**config.mk**
```make
export PLATFORM = sky130hd
export DESIGN_NAME = fpu_issue_queue
export DESIGN_NICKNAME = d
export VERILOG_FILES = /design/src/rtl/fpu_issue_queue.sv
export SDC_FILE = /design/constraint.sdc
export NUM_CORES = 1
export LEC_CHECK = 0
export BUFFER_PORTS_ARGS = -buffer_cell sky130_fd_sc_hd__buf_2
export CAP_MARGIN = 20
export CORE_ASPECT_RATIO = 0.75
export CORE_UTILIZATION = 52
export CTS_CLUSTER_DIAMETER = 120
export DETAILED_ROUTE_END_ITERATION = 8
export PLACE_DENSITY = 0.75
export RECOVER_POWER = 50
export SLEW_MARGIN = 0
export SYNTH_ARGS = -nofsm -noshare
export SYNTH_HDL_FRONTEND = slang
export SYNTH_SLANG_ARGS = --single-unit
```
**constraint.sdc**
```tcl
create_clock -name clk -period 4.3 [get_ports clk]
set_clock_uncertainty 0.1 [all_clocks]
set_input_delay 0.43 -clock clk [delete_from_list [all_inputs] [get_ports clk]]
set_output_delay 0.43 -clock clk [all_outputs]
set_load 0.005 [all_outputs]
```
**src/rtl/fpu_issue_queue.sv**
```systemverilog
// Purpose: queues FPU commands, issues them one at a time to top_FPU and returns each tagged result.
// Latency: accept -> issue 1 edge; issue -> res_valid FPU_LATENCY+1 edges (3 edges accept-to-result at latency 1).
// Backpressure: in_ready drops while the FIFO is full; a held result blocks the next issue until res_ready.
module fpu_issue_queue #(
  parameter int DEPTH       = 4,
  parameter int FPU_LATENCY = 1,
  parameter int TAG_W       = 2
) (
  input  logic                   clk,
  input  logic                   rst,
  input  logic                   in_valid,
  output logic                   in_ready,
  input  logic [1:0]             in_op,
  input  logic [31:0]            in_a,
  input  logic [31:0]            in_b,
  input  logic [TAG_W-1:0]       in_tag,
  output logic [1:0]             operation,
  output logic [31:0]            a_fpn,
  output logic [31:0]            b_fpn,
  input  logic [31:0]            out,
  output logic                   res_valid,
  input  logic                   res_ready,
  output logic [31:0]            res_data,
  output logic [TAG_W-1:0]       res_tag,
  output logic [$clog2(DEPTH):0] count,
  output logic                   busy
);

  localparam int AW = $clog2(DEPTH);
  localparam int PW = AW + 1;
  localparam int CW = $clog2(FPU_LATENCY + 1);
  localparam logic [CW-1:0] LAT = CW'(FPU_LATENCY);

  typedef struct packed {
    logic [1:0]       op;
    logic [31:0]      a;
    logic [31:0]      b;
    logic [TAG_W-1:0] tag;
  } cmd_t;

  typedef enum logic [1:0] {
    IDLE = 2'd0,
    EXEC = 2'd1,
    DONE = 2'd2
  } state_t;

  state_t           state, state_nxt;
  cmd_t             mem [DEPTH];
  cmd_t             head;
  logic [PW-1:0]    wr_ptr, rd_ptr;
  logic             empty, full, push;
  logic             issue, capture, drain;
  logic [CW-1:0]    wait_cnt;
  logic [TAG_W-1:0] cur_tag;

  // The extra pointer MSB separates a wrapped (full) queue from an empty one.
  assign empty    = (wr_ptr == rd_ptr);
  assign full     = (wr_ptr[AW-1:0] == rd_ptr[AW-1:0]) && (wr_ptr[AW] != rd_ptr[AW]);
  // No fall-through: a pop on the same edge never frees a slot for a push.
  assign in_ready = !full && !rst;
  assign push     = in_valid && in_ready;
  assign head     = mem[rd_ptr[AW-1:0]];
  assign count    = wr_ptr - rd_ptr;
  assign busy     = !empty || (state != IDLE);

  // Pointer update; the read pointer advances only when a command is issued.
  always_ff @(posedge clk) begin
    if (rst) begin
      wr_ptr <= '0;
      rd_ptr <= '0;
    end else begin
      if (push)  wr_ptr <= wr_ptr + PW'(1);
      if (issue) rd_ptr <= rd_ptr + PW'(1);
    end
  end

  // Command storage; contents are don't-care until written, so no reset.
  always_ff @(posedge clk) begin
    if (push) mem[wr_ptr[AW-1:0]] <= '{in_op, in_a, in_b, in_tag};
  end

  // FSM state register.
  always_ff @(posedge clk) begin
    if (rst) state <= IDLE;
    else     state <= state_nxt;
  end

  // Next-state and control strobes; a drained result and the next issue share one edge.
  always_comb begin
    state_nxt = state;
    issue     = 1'b0;
    capture   = 1'b0;
    drain     = 1'b0;
    case (state)
      IDLE: begin
        if (!empty) begin
          issue     = 1'b1;
          state_nxt = EXEC;
        end
      end
      EXEC: begin
        if (wait_cnt == '0) begin
          capture   = 1'b1;
          state_nxt = DONE;
        end
      end
      DONE: begin
        if (res_ready) begin
          drain = 1'b1;
          if (!empty) begin
            issue     = 1'b1;
            state_nxt = EXEC;
          end else begin
            state_nxt = IDLE;
          end
        end
      end
      default: state_nxt = IDLE;
    endcase
  end

  // FPU operand registers, latency counter and result holding registers.
  always_ff @(posedge clk) begin
    if (rst) begin
      operation <= '0;
      a_fpn     <= '0;
      b_fpn     <= '0;
      cur_tag   <= '0;
      wait_cnt  <= '0;
      res_valid <= 1'b0;
      res_data  <= '0;
      res_tag   <= '0;
    end else begin
      if (issue) begin
        operation <= head.op;
        a_fpn     <= head.a;
        b_fpn     <= head.b;
        cur_tag   <= head.tag;
        wait_cnt  <= LAT;
      end else if (state == EXEC && wait_cnt != '0) begin
        wait_cnt <= wait_cnt - CW'(1);
      end
      if (capture) begin
        res_valid <= 1'b1;
        res_data  <= out;
        res_tag   <= cur_tag;
      end else if (drain) begin
        res_valid <= 1'b0;
      end
    end
  end

endmodule

```
==> results of run 1 <==
[worst max-delay path: stages, from the launching register on]
cell and delay [ps]:
dfxtp_4 630, ha_1 340, and2_2 180, a21boi_0 580, and3_4 720, buf_4 360
[power by group]
part,switching [mW],leakage [nW],internal [mW]
combinational,1.49,2.08,1.21
clock,1.34,0.604,1.94
sequential,0.352,3.39,4.46
total,3.18,6.07,7.61
[layout make-up]
| class | instances | area, um^2 | share of cell area |
|---|---|---|---|
| sequential | 384 | 10400 | 0.590 |
| clock buffer | 58 | 1130 | 0.0639 |
| antenna | 3 | 7.51 | 0.000425 |
| multi-input combinational | 465 | 4100 | 0.232 |
| tap | 385 | 482 | 0.0273 |
| inverter | 76 | 285 | 0.0161 |
| clock inverter | 11 | 105 | 0.00595 |
| timing repair buffer | 235 | 1140 | 0.0648 |
[path summary, 6_finish.rpt]
kind	startpoint	endpoint	slack, ps	depth (start not counted)
max reg2reg	rd_ptr[0]$_SDFFE_PP0P_	mem[1][28]$_DFFE_PP_	1040	5
min	out[3]	res_data[3]$_SDFFE_PP0P_	40	3
max	rd_ptr[0]$_SDFFE_PP0P_	mem[1][28]$_DFFE_PP_	1040	5
min reg2reg	res_valid$_SDFFE_PP0P_	res_valid$_SDFFE_PP0P_	380	2
[layer usage]
metal	share of wire	GRT usage
met1	0.45	0.332
met2	0.46	0.360
met3	0.074	0.0473
met4	0.015	0.0589
met5	0.00039	0
[placed cells by master (no fill, tap or decap), types with 14 or more instances in the layout]
master and n:
dfxtp_1 109, buf_4 14, nor2b_1 70, nand3_1 68, inv_1 76, buf_2 75, o21ai_0 69, clkbuf_1 145
mux2i_1 35, mux4_2 68, edfxtp_1 272, clkbuf_16 41, nor2_1 42, o211ai_1 69
[flip-flops by register name, summed over array words and instances (netlist names), 3 cells and up]
register	flops
res_data	32
wr_ptr	3
a_fpn	32
rd_ptr	3
mem	272
b_fpn	32
[kinds of logic (layout without fill, tap and decap cells)]
logic type,Yosys count,in the layout
flip-flops,384,384
multiplexers,106,106
AND/OR/NAND/NOR,196,196
other,0,3
adder cells (fa/ha/maj),8,8
buffers and inverters,146,380
XOR/XNOR,3,3
AO/OA/AOI/OAI,152,152
[per-stage QoR]
stage | hold WS (ps) | utilization | instance area [um^2] | worst slack [ps] | power (mW)
5_1_grt | 41.3 | 0.627 | 17700 | 851 | 11.3
6_report | 38.1 | 0.627 | 17700 | 1040 | 10.8
2_1_floorplan | 356 | - | 15000 | 114 | 6.59
4_1_cts | 0.200 | 0.633 | 17800 | 1020 | 10.9
3_3_place_gp | 358 | 0.586 | 16500 | 1130 | 7.57
3_5_place_dp | 361 | 0.586 | 16500 | 1030 | 7.64
==> impl_results.md, run 1 <==
* Top cells by area, synth: edfxtp_1 (54%), dfxtp_1 (15%), mux4_2 (10%)
* CP required at 4420 ps
* Rel. slew slack at -0.351
* Crit path DAT at 3380 ps
* Max Cap Viol at 1
* Ys Warns at 0
* Post-synthesis sequential area ratio at 0.693
* Hold Fails Final Rpt at 0
* Final setup TNS at 0 ps
* GRT Total Usage at 0.230
* Top_reg_cell synth: edfxtp_1
* Placed cell count at 1537
* HP Class: in -> reg
* Post-CTS Setup Bufs at 0
* Clk buf depth at 3
* CTS buffer count at 38
* Power Density at 610 nW/um^2
* DIE WIDTH at 198 um
* DR vias/cell at 5.57
* Area Growth Syn to Fin at 17.6%
* Count leader, synth: edfxtp_1
* Skew-Pair Late Insertion Delay at 530 ps
* Worst IR Drop VDD at 0.386 mV
* CP max FO at 37
* Nets@finish at 1312
* DRC at 0
* GRT overflow at 0
* WL final at 33400 um
* Vias in the first global route at 9055
* Synth unique cells at 34
* Cells after Synth at 995
* First-pass GRT wire length at 51300 um
* DR WL/cell at 20.7 um
* Core Rows at 53
* Synthesized Nets at 1107
* H-tree levels at 2
* Finished Layout Cells at 1617
* Clk root buf: clkbuf_16
* Largest family of logic cells by synthesized area: multiplexers
* Mux share of post-synthesis cell area at 0.127
* Startpoint Class: flop
* PostCTS Resize Cnt at 0
* Starting density of the core at 0.533
* Initial antenna violation count at 5
* Simple-Gate Fraction of Synth Area at 0.0687
* Leak at 6.07 nW
* Clk sinks at 384
* Top-area cell type share of the netlist area at 0.544
* Final Wtd Congestion at 0.723
* CTS tree: yes
* Core area at 28200 um^2
* Compound-Gate Fraction of Synth Area at 0.0643
* Clk pin slew, worst setup/hold paths at 60 ps
* Top cells by count, synth: edfxtp_1 (272), dfxtp_1 (112), inv_1 (76)
* Synth area leader: edfxtp_1
* Initial DRT Pass Iterations at 4
* RSZ-0062 raised after global routing: false
* Yosys reg bits at 384
* Hold buffers post-CTS at 8
* Routed Antenna Nets at 0
* Fillcell total at 2144
* Kind of critical path: reg -> reg
* Status: finished with violations
* Failing checks: max-capacitance violations, max-slew violations
* Final Critical Period at 3260 ps
* DR vias at 9006
* Worst-margin pin slew at 2030 ps
* Period Utilization, post-route at 0.758
* DIE AREA at 29600 um^2
* Critical path endpoint category: flop
* Count of final setup violators at 0
* DP HPWL at 19700 um
* DRT iter0 DRCs at 627
* Post-synth EDFFs at 272
* # port buffers at 209
* Achievable Freq at 307 MHz
* Mapped cell area at 15000 um^2
* Share of synthesized registers carrying an async set or reset at 0
* Largest net degree at the start of global routing at 93
* Share of layout cells above drive strength 1 at 0.186
* Mean Syn Cell Area at 15.1 um^2
* Xor and xnor fraction of the mapped netlist area at 0.00175
* Post-synthesis adder-cell area fraction at 0.00716
* Max Slew Vio Count at 93
* I/O pins at 210
* Die Y-Extent at 149 um
(Power assumes the default switching activity.)
==> run 2, diff against run 1 <==
- CORE_UTILIZATION: 52 -> 57
- PLACE_DENSITY: 0.75 -> 0.78
- clock period: 4.3 -> 3 ns (I/O delays scaled with it)
==> run 2 against run 1 <==
The run now ends clean. Register-to-register slack lost 810 ps. Sequential power rose by 42%. Clock-buffer cell count shrank 12. Power is 44% higher. Wire length is 4.3% higher. Sequential share of layout area down 2.9 points. Setup slack worse by 960 ps. Worst hold slack worse by 23 ps. Highest routed layer is now met4. Cell count increased by 3.3%.
==> impl_results.md, run 2 (synthesized netlist as in run 1, its figures left out) <==
* Power Density at 834 nW/um^2 (was 610 nW/um^2)
* Design Area, Final at 18600 um^2 (was 17700 um^2)
* CP cell instances: xnor2_2 -> buf_4 -> nor2_1 -> nor2_1 -> buf_2 (was ha_1 -> and2_2 -> a21boi_0 -> and3_4 -> buf_4)
* DP HPWL at 20400 um (was 19700 um)
* Post-CTS Setup Bufs at 0 (unchanged)
* Clk sinks at 384 (unchanged)
* # port buffers at 209 (unchanged)
* Skew-Pair Late Insertion Delay at 520 ps (was 530 ps)
* Count of final setup violators at 0 (unchanged)
* Nets@finish at 1407 (was 1312)
* CTS buffer count at 37 (was 38)
* Worst IR Drop VDD at 0.489 mV (was 0.386 mV)
* Share of layout cells above drive strength 1 at 0.177 (was 0.186)
* Area of the multi-input gates at 4100 um^2 (about the same)
* Area Growth Syn to Fin at 23.8% (was 17.6%)
* CP most frequent cell: nor2_1
* CP top delay family: XOR/XNOR gates (was simple AND/OR/NAND/NOR gates)
* Clk pin slew, worst setup/hold paths at 60 ps (about the same)
* DRC at 0 (unchanged)
* Post-Place Cell Area at 16600 um^2 (was 16500 um^2)
* Buffers plus inverters on the worst setup path at 2 (was 1)
* Status: finished clean (was finished with violations)
* CTS tree: yes (unchanged)
* Worst-margin pin slew at 1080 ps (was 2030 ps)
* CP max FO at 28 (was 37)
* First-pass GRT wire length at 53300 um (was 51300 um)
* DR vias at 9620 (was 9006)
* Most frequent cells in the layout: edfxtp_1 (272), clkbuf_1 (135), dfxtp_1 (109) (was edfxtp_1 (272), clkbuf_1 (145), dfxtp_1 (109))
* Pwr Total at 15.5 mW (was 10.8 mW)
* Leak at 6.48 nW (was 6.07 nW)
* DIE WIDTH at 189 um (was 198 um)
* Crit path DAT at 2520 ps (was 3380 ps)
* RSZ-0062 raised after global routing: false (unchanged)
* CP max stage delay at 760 ps (was 720 ps)
* Fillcell total at 1727 (was 2144)
* CP required at 2600 ps (was 4420 ps)
* Dpl ws at 418 ps (was 1030 ps)
* Kind of critical path: reg -> out (was reg -> reg)
* I/O pins at 210 (unchanged)
* Startpoint Class: flop (unchanged)
* DR WL/cell at 20.9 um (was 20.7 um)
* Max Cap Viol at 0 (was 1)
* Largest register FFs at 272 (unchanged)
* Starting density of the core at 0.580 (was 0.533)
* WL final at 34900 um (was 33400 um)
* Worst path slowest cell: xnor2_2 (was and3_4)
* Max Slew Vio Count at 0 (was 93)
* DRT iter0 DRCs at 1003 (was 627)
* Achievable Freq at 343 MHz
* Vias in the first global route at 9457 (was 9055)
* Final setup TNS at 0 ps (unchanged)
* Core area at 25900 um^2 (was 28200 um^2)
* Setup WS post-layout at 84.2 ps (was 1040 ps)
* Period Utilization, post-route at 0.972
* Initial DRT Pass Iterations at 5 (was 4)
* Largest net degree at the start of global routing at 85 (was 93)
* DIE AREA at 27000 um^2 (was 29600 um^2)
* GRT overflow at 0 (unchanged)
* Commonest non-fill, non-tap cell in the layout: edfxtp_1 (unchanged)
* Final core utilization at 0.718 (was 0.627)
* Final Wtd Congestion at 0.795 (was 0.723)
* Clk root buf: clkbuf_16 (unchanged)
* Die Y-Extent at 143 um (was 149 um)
* Core Rows at 51 (was 53)
* DR vias/cell at 5.76 (was 5.57)
* Final Critical Period at 2920 ps
* Rel. slew slack at 0.282 (was -0.351)
* GRT Total Usage at 0.259 (was 0.230)
* Reg area at 10400 um^2 (unchanged)
* Hold Fails Final Rpt at 0 (unchanged)
* Routed Antenna Nets at 0 (unchanged)
* Clk buf depth at 3 (unchanged)
* Initial antenna violation count at 1 (was 5)
* H-tree levels at 2 (unchanged)
* HP Class: in -> reg (unchanged)
* Critical path endpoint category: output port (was flop)
run 2: changes by cell type in the layout (fill, tap and decap cells not counted), sizes merged:
cell	previous run	this run
clkbuf	191	177
clkinvlp	0	1
buf	94	100
bufinv	2	3
clkinv	8	17
dlygate4sd3	8	100
run 2: final cells by class:
cell class | instances | share of cell area
flip-flops and latches | 384 | 0.560
multi-input cells | 465 | 0.220
repair buffers | 331 | 0.116
clock buffers | 46 | 0.0549
well taps | 344 | 0.0231
inverters | 76 | 0.0153
clock inverters | 22 | 0.00955
diodes | 3 | 0.000404
run 2: per-layer routing:
layer | wire length (um) | GRT usage | vias up
met5 | 0 | 0 | -
met4 | 802 | 0.0870 | 0
met3 | 2910 | 0.0482 | 63
met2 | 16400 | 0.399 | 439
met1 | 14700 | 0.377 | 4785
li1 | - | - | 4333
run 2: repair_timing:
action                    4_1_cts  5_1_grt
hold endpoints to repair      304        0
resized for setup               0        0
hold buffers                  100        0
run 2: final timing paths:
kind | from | to | slack, ps | depth (start not counted)
worst max-delay path | wr_ptr[2]$_SDFFE_PP0P_ | in_ready | 80 | 5
worst min-delay path | in_valid | wr_ptr[1]$_SDFFE_PP0P_ | 10 | 3
worst max register to register | wr_ptr[0]$_SDFFE_PP0P_ | mem[1][29]$_DFFE_PP_ | 230 | 6
worst min register to register | res_data[12]$_SDFFE_PP0P_ | res_data[12]$_SDFFE_PP0P_ | 390 | 2
run 2: stage by stage:
step | hold WS [ps] | instances
6_report | 14.6 | 1671
5_1_grt | 33.3 | 1668
4_1_cts | 0.212 | 1668
3_5_place_dp | 378 | 1500
3_3_place_gp | 367 | 1500
2_1_floorplan | 299 | 995
run 2: worst min-delay path, delay by kind of cell:
kind	cells	cell delay [ps]
buffers and inverters	1	120
AOI/OAI and AO/OA	2	150
run 2: where the power goes:
group / leakage (nW) / internal (mW) / switching (mW)
Combinational: 2.50 / 1.84 / 2.26
Clock: 0.589 / 2.68 / 1.91
Sequential: 3.39 / 6.39 / 0.431
